[src/rtl/flash_audio_pkg.sv]
// flash_audio_pkg: shared types and constants for the flash audio sequencer.
// Holds the FSM state enum, ASCII key codes and the word address width.
package flash_audio_pkg;

  localparam int ADDR_W = 23;

  typedef enum logic [2:0] {
    ST_IDLE       = 3'd0,
    ST_WAIT_TICK  = 3'd1,
    ST_READ_REQ   = 3'd2,
    ST_WAIT_DATA  = 3'd3,
    ST_EMIT_FIRST = 3'd4,
    ST_WAIT_TICK2 = 3'd5
  } state_e;

  localparam logic [7:0] KEY_E_UC = 8'h45;
  localparam logic [7:0] KEY_E_LC = 8'h65;
  localparam logic [7:0] KEY_D_UC = 8'h44;
  localparam logic [7:0] KEY_D_LC = 8'h64;
  localparam logic [7:0] KEY_F_UC = 8'h46;
  localparam logic [7:0] KEY_F_LC = 8'h66;
  localparam logic [7:0] KEY_B_UC = 8'h42;
  localparam logic [7:0] KEY_B_LC = 8'h62;
  localparam logic [7:0] KEY_R_UC = 8'h52;
  localparam logic [7:0] KEY_R_LC = 8'h72;

endpackage

[src/rtl/flash_audio_key_decode.sv]
// flash_audio_key_decode: maps a key strobe to one-hot command strobes.
// Ports: i_key_valid/i_key_code in; o_play/o_stop/o_fwd/o_bwd/o_restart out.
module flash_audio_key_decode
  import flash_audio_pkg::*;
(
  input  logic       i_key_valid,
  input  logic [7:0] i_key_code,
  output logic       o_play,
  output logic       o_stop,
  output logic       o_fwd,
  output logic       o_bwd,
  output logic       o_restart
);

  function automatic logic is_key(
    input logic [7:0] c,
    input logic [7:0] uc,
    input logic [7:0] lc
  );
    return (c == uc) || (c == lc);
  endfunction

  assign o_play    = i_key_valid &
                     is_key(i_key_code, KEY_E_UC, KEY_E_LC);
  assign o_stop    = i_key_valid &
                     is_key(i_key_code, KEY_D_UC, KEY_D_LC);
  assign o_fwd     = i_key_valid &
                     is_key(i_key_code, KEY_F_UC, KEY_F_LC);
  assign o_bwd     = i_key_valid &
                     is_key(i_key_code, KEY_B_UC, KEY_B_LC);
  assign o_restart = i_key_valid &
                     is_key(i_key_code, KEY_R_UC, KEY_R_LC);

endmodule

[src/rtl/flash_audio_sequencer.sv]
// flash_audio_sequencer: keyboard-controlled flash reader, two 8-bit samples
// per 32-bit word, one sample per tick. Macro FLASH_AUDIO_LOOP_EN: loop song.
module flash_audio_sequencer
  import flash_audio_pkg::*;
#(
  parameter logic [ADDR_W-1:0] LAST_ADDR = 23'h7FFFF
) (
  input  logic              clk,
  input  logic              reset,
  input  logic              sample_tick,
  input  logic              key_valid,
  input  logic [7:0]        key_code,
  output logic              flash_mem_read,
  output logic [ADDR_W-1:0] flash_mem_address,
  output logic [3:0]        flash_mem_byteenable,
  input  logic              flash_mem_waitrequest,
  input  logic [31:0]       flash_mem_readdata,
  input  logic              flash_mem_readdatavalid,
  output logic [7:0]        audio_data,
  output logic              audio_valid,
  output logic              playing,
  output logic              dir_backward
);

  state_e            r_state;
  logic [ADDR_W-1:0] r_addr;
  logic              r_read;
  logic              r_playing;
  logic              r_dir;
  logic              r_rst_pend;
  logic [7:0]        r_b1;
  logic [7:0]        r_b3;
  logic [7:0]        r_second;
  logic [7:0]        r_audio;
  logic              r_valid;

  logic              w_play;
  logic              w_stop;
  logic              w_fwd;
  logic              w_bwd;
  logic              w_restart;
  logic              w_playing_n;
  logic              w_dir_n;
  logic [ADDR_W-1:0] w_start;
  logic              w_at_end;
  logic [ADDR_W-1:0] w_addr_adv;

  flash_audio_key_decode u_key (
    .i_key_valid (key_valid),
    .i_key_code  (key_code),
    .o_play      (w_play),
    .o_stop      (w_stop),
    .o_fwd       (w_fwd),
    .o_bwd       (w_bwd),
    .o_restart   (w_restart)
  );

  // Key effects are resolved first so a same-cycle tick sees them.
  assign w_playing_n = w_stop ? 1'b0 : (w_play ? 1'b1 : r_playing);
  assign w_dir_n     = w_bwd ? 1'b1 : (w_fwd ? 1'b0 : r_dir);

  assign w_start  = r_dir ? LAST_ADDR : '0;
  assign w_at_end = r_dir ? (r_addr == '0) : (r_addr == LAST_ADDR);

  // The wrap target equals the start address of the current direction,
  // so the non-looping build reuses it when the song ends.
  assign w_addr_adv = w_at_end ? (r_dir ? LAST_ADDR : '0) :
                      r_dir    ? r_addr - ADDR_W'(1) :
                                 r_addr + ADDR_W'(1);

  always_ff @(posedge clk) begin
    if (reset) begin
      r_state    <= ST_IDLE;
      r_addr     <= '0;
      r_read     <= 1'b0;
      r_playing  <= 1'b0;
      r_dir      <= 1'b0;
      r_rst_pend <= 1'b0;
      r_b1       <= 8'h00;
      r_b3       <= 8'h00;
      r_second   <= 8'h00;
      r_audio    <= 8'h00;
      r_valid    <= 1'b0;
    end else begin
      r_valid   <= 1'b0;
      r_playing <= w_playing_n;
      r_dir     <= w_dir_n;
      unique case (r_state)
        ST_IDLE: begin
          if (w_restart) r_addr <= w_start;
          if (w_playing_n) r_state <= ST_WAIT_TICK;
        end
        ST_WAIT_TICK: begin
          if (w_restart) r_addr <= w_start;
          if (!w_playing_n) begin
            r_state <= ST_IDLE;
          end else if (!w_restart && sample_tick) begin
            r_read  <= 1'b1;
            r_state <= ST_READ_REQ;
          end
        end
        ST_READ_REQ: begin
          if (w_restart) r_rst_pend <= 1'b1;
          if (!flash_mem_waitrequest) begin
            r_read  <= 1'b0;
            r_state <= ST_WAIT_DATA;
          end
        end
        ST_WAIT_DATA: begin
          if (flash_mem_readdatavalid) begin
            r_rst_pend <= 1'b0;
            if (r_rst_pend || w_restart) begin
              r_addr  <= w_start;
              r_state <= w_playing_n ? ST_WAIT_TICK : ST_IDLE;
            end else if (!w_playing_n) begin
              r_state <= ST_IDLE;
            end else begin
              r_b1    <= flash_mem_readdata[15:8];
              r_b3    <= flash_mem_readdata[31:24];
              r_state <= ST_EMIT_FIRST;
            end
          end else if (w_restart) begin
            r_rst_pend <= 1'b1;
          end
        end
        ST_EMIT_FIRST: begin
          if (w_restart) r_addr <= w_start;
          if (!w_playing_n) begin
            r_state <= ST_IDLE;
          end else if (w_restart) begin
            r_state <= ST_WAIT_TICK;
          end else begin
            r_audio  <= r_dir ? r_b3 : r_b1;
            r_second <= r_dir ? r_b1 : r_b3;
            r_valid  <= 1'b1;
            r_state  <= ST_WAIT_TICK2;
          end
        end
        ST_WAIT_TICK2: begin
          if (w_restart) r_addr <= w_start;
          if (!w_playing_n) begin
            r_state <= ST_IDLE;
          end else if (w_restart) begin
            r_state <= ST_WAIT_TICK;
          end else if (sample_tick) begin
            r_audio <= r_second;
            r_valid <= 1'b1;
            r_addr  <= w_addr_adv;
`ifdef FLASH_AUDIO_LOOP_EN
            r_state <= ST_WAIT_TICK;
`else
            if (w_at_end) begin
              r_playing <= 1'b0;
              r_state   <= ST_IDLE;
            end else begin
              r_state <= ST_WAIT_TICK;
            end
`endif
          end
        end
        default: r_state <= ST_IDLE;
      endcase
    end
  end

  assign flash_mem_read       = r_read;
  assign flash_mem_address    = r_addr;
  assign flash_mem_byteenable = 4'hF;
  assign audio_data           = r_audio;
  assign audio_valid          = r_valid;
  assign playing              = r_playing;
  assign dir_backward         = r_dir;

endmodule

[config.mk]
export PLATFORM = sky130hd
export DESIGN_NAME = flash_audio_sequencer
export DESIGN_NICKNAME = d
export VERILOG_FILES = /design/src/rtl/flash_audio_pkg.sv /design/src/rtl/flash_audio_key_decode.sv /design/src/rtl/flash_audio_sequencer.sv
export SDC_FILE = /design/constraint.sdc
export NUM_CORES = 1
export LEC_CHECK = 0
export BUFFER_PORTS_ARGS = -buffer_cell sky130_fd_sc_hd__buf_2
export CORE_ASPECT_RATIO = 1.5
export CORE_MARGIN = 2
export CORE_UTILIZATION = 39
export DETAILED_ROUTE_END_ITERATION = 16
export GPL_ROUTABILITY_DRIVEN = 0
export GPL_TIMING_DRIVEN = 0
export PLACE_DENSITY = 0.56
export SETUP_SLACK_MARGIN = 0.5
export SLEW_MARGIN = 0
export SYNTH_ARGS = -nofsm -noshare
export SYNTH_HDL_FRONTEND = slang
export SYNTH_SLANG_ARGS = --single-unit
[constraint.sdc]
create_clock -name clk -period 3.63 [get_ports clk]
set_input_delay 0.5445 -clock clk [delete_from_list [all_inputs] [get_ports clk]]
set_output_delay 0.5445 -clock clk [all_outputs]
set_load 0.01 [all_outputs]
==> impl_metrics.env <==
export IMPL_num_io_pins=85
export IMPL_cts_tree="done"
export IMPL_drt_first_pass_iters=5
export IMPL_required_ns=3.85
export IMPL_die_h_um=134
export IMPL_antenna_left=0
export IMPL_vdd_drop_max_v=0.000246
export IMPL_slew_viol_final=0
export IMPL_ys_seq_area_frac=0.287
export IMPL_holdWs_ns=0.442
export IMPL_rsz0062_at_grt="no"
export IMPL_syn_inst=567
export IMPL_status="complete, no violations"
export IMPL_finalSetupViolCount=0
export IMPL_num_rows=47
export IMPL_syn_to_final_growth_pct=20.5
export IMPL_critical_path_class="reg -> reg"
export IMPL_hold_class="in -> reg"
export IMPL_clockBufferDepth=2
export IMPL_relSlewSlack=0.278
export IMPL_initial_core_util=0.400
export IMPL_numCtsBuffers=9
export IMPL_num_vias=4634
export IMPL_synthFlopType="dfxtp_1"
export IMPL_fin_crit_ns=2.90
export IMPL_cts_sinks=63
export IMPL_synth_distinct_cells=60
export IMPL_synth_common_cells="70 x nor2_1, 63 x dfxtp_1, 50 x a21oi_1"
export IMPL_design_core_area_um2=11000
export IMPL_worst_ep_arrival_time_ns=3.13
export IMPL_die_area_um2=12200
export IMPL_yosys_area_top_type="dfxtp_1"
export IMPL_p_leak_nw=2.12
export IMPL_synth_top_cell_area_share=0.287
export IMPL_synth_area_um2=4400
export IMPL_grt_antenna_before_repair=0
export IMPL_critPathLaunch="flash_mem_address[22]"
export IMPL_power_mw=1.80
export IMPL_min_period_over_period=0.800
export IMPL_min_delay_start="flash_mem_readdata[30]"
export IMPL_synthArstFlopShare=0
export IMPL_wl_mm=14.0
export IMPL_grt_start_max_net_pins=27
export IMPL_finalNetCount=711
export IMPL_path_clk_slew_ns=0.05
export IMPL_vias_per_cell=5.83
export IMPL_cp_max_fo=10
export IMPL_drtIter0Drc=262
export IMPL_synth_area_leaders="dfxtp_1 29%, mux2i_1 7.7%, ha_1 6.0%, nor2_1 6.0%, a21oi_1 5.7%"
export IMPL_cap_violations=0
export IMPL_max_freq_mhz=345
export IMPL_place_inst=778
export IMPL_skew_ns=0.00592
export IMPL_hpwl_mm=10.7
export IMPL_ctsRootBufferMaster="clkbuf_16"
export IMPL_dieWidth_um=90.7
export IMPL_remaining_drc_errors=0
export IMPL_synth_edf_count=0
export IMPL_layout_drive_gt1_share=0.159
export IMPL_grt_first_pass_wirelength_mm=22.5
export IMPL_cellPowerDensity_nw_per_um2=339
export IMPL_wl_per_cell_um=17.6
export IMPL_utilization=0.482
export IMPL_synth_most_common_cell="nor2_1"
export IMPL_h_tree_depth=3
export IMPL_tightest_slew_ns=1.07
export IMPL_critical_path_startpoint_type="flop"
export IMPL_grt_overflow=0
export IMPL_grt_total_usage=0.230
export IMPL_r2r_start="flash_mem_address[22]"
export IMPL_place_port_buffers=61
export IMPL_end_kind="flop"
export IMPL_fin_cells=795
export IMPL_synth_seq_cells=63
export IMPL_stdcell_area_um2=5300
export IMPL_antenna_cells=0
export IMPL_grt_pass1_vias=4577
export IMPL_clk_latency_ns=0.33
export IMPL_yosys_warnings=0
export IMPL_syn_area_per_cell_um2=7.76
export IMPL_hold_violations=0
export IMPL_placed_area_um2=4900
## worst paths after layout
kind                                         endpoint  slack [ns]  cells after the start
worst min register to register          audio_data[4]        0.48                      2
worst max-delay path            flash_mem_address[18]        0.73                      8
worst min-delay path                          r_b3[6]        0.44                      3
worst max register to register  flash_mem_address[18]        0.73                      8
## flip-flops by register name (all words and copies together), names as in the netlist
register	count
dir_backward	1
flash_mem_read	1
r_second	8
r_b3	8
r_state	3
flash_mem_address	23
audio_valid	1
r_b1	8
audio_data	8
r_rst_pend	1
playing	1
## report_power, final
part | switching, mW | total, mW | internal [mW]
sequential | 0.00251 | 0.696 | 0.693
combinational | 0.0477 | 0.0762 | 0.0285
clock | 0.317 | 1.02 | 0.708
total | 0.367 | 1.80 | 1.43
## critical path, stage by stage, from the launching register on
cell and delay (ns):
dfxtp_1 0.36, or4_4 0.59, or4_4 0.56, nor3_4 0.43, nor2_4 0.14, a21oi_2 0.14, a21boi_1 0.11, and2_1 0.17
a211o_1 0.28
## cell families after synthesis
| logic type | synth area share |
|---|---|
| fa+ha+maj | 0.0643 |
| other cells | 0.000852 |
| buf+inv | 0.0435 |
| simple gates | 0.218 |
| flops | 0.287 |
| xor+xnor | 0.0299 |
| compound gates | 0.277 |
| mux | 0.0799 |
## final cells by class
type	instances	area [um^2]
buffer	33	146
clock buffer	11	253
clock inverter	5	104
fill	1146	5700
inverter	12	45.0
multi-input combinational	462	2980
sequential	63	1260
tap	147	184
timing repair buffer	62	320
## placed cells by master (no fill, tap or decap), types with 4 or more instances in the layout
cell / n
nor4_1: 8
nor2b_1: 6
nor3_1: 12
conb_1: 4
a211oi_1: 24
o31ai_1: 4
nand4_1: 8
xnor2_1: 12
o21a_1: 5
clkbuf_1: 23
nand3_1: 12
a221o_1: 4
inv_1: 12
nand2b_1: 5
clkbuf_16: 9
nand2_1: 40
a221oi_1: 7
o21ai_0: 46
buf_2: 64
a21oi_1: 50
a21o_1: 12
buf_4: 5
mux2i_1: 34
a41oi_1: 5
or3_1: 6
dfxtp_1: 62
nor2_1: 70
nor3b_1: 4
a31oi_1: 8
ha_1: 21
## repair_timing
| action | CTS | global route |
|---|---|---|
| gates cloned | 0 | 0 |
| hold buffers | 0 | 0 |
| hold endpoints to repair | 0 | 0 |
| resized for setup | 3 | 5 |
| endpoints found under the setup margin | 17 | 44 |
| buffers inserted | 0 | 1 |
## per-layer routing
layer  GRT usage  part of all wire
met5           0                 0
met4       0.103             0.030
met3      0.0449             0.044
met2       0.432              0.53
met1       0.246              0.39
## per-stage QoR
step	TNS [ns]	worst slack, ns
4_1_cts	0	0.503
2_1_floorplan	0	0.603
3_3_place_gp	-0.302	-0.266
3_5_place_dp	-0.361	-0.274
5_1_grt	0	0.563
6_report	0	0.728
Note: power is estimated with default switching activity, not from simulation.
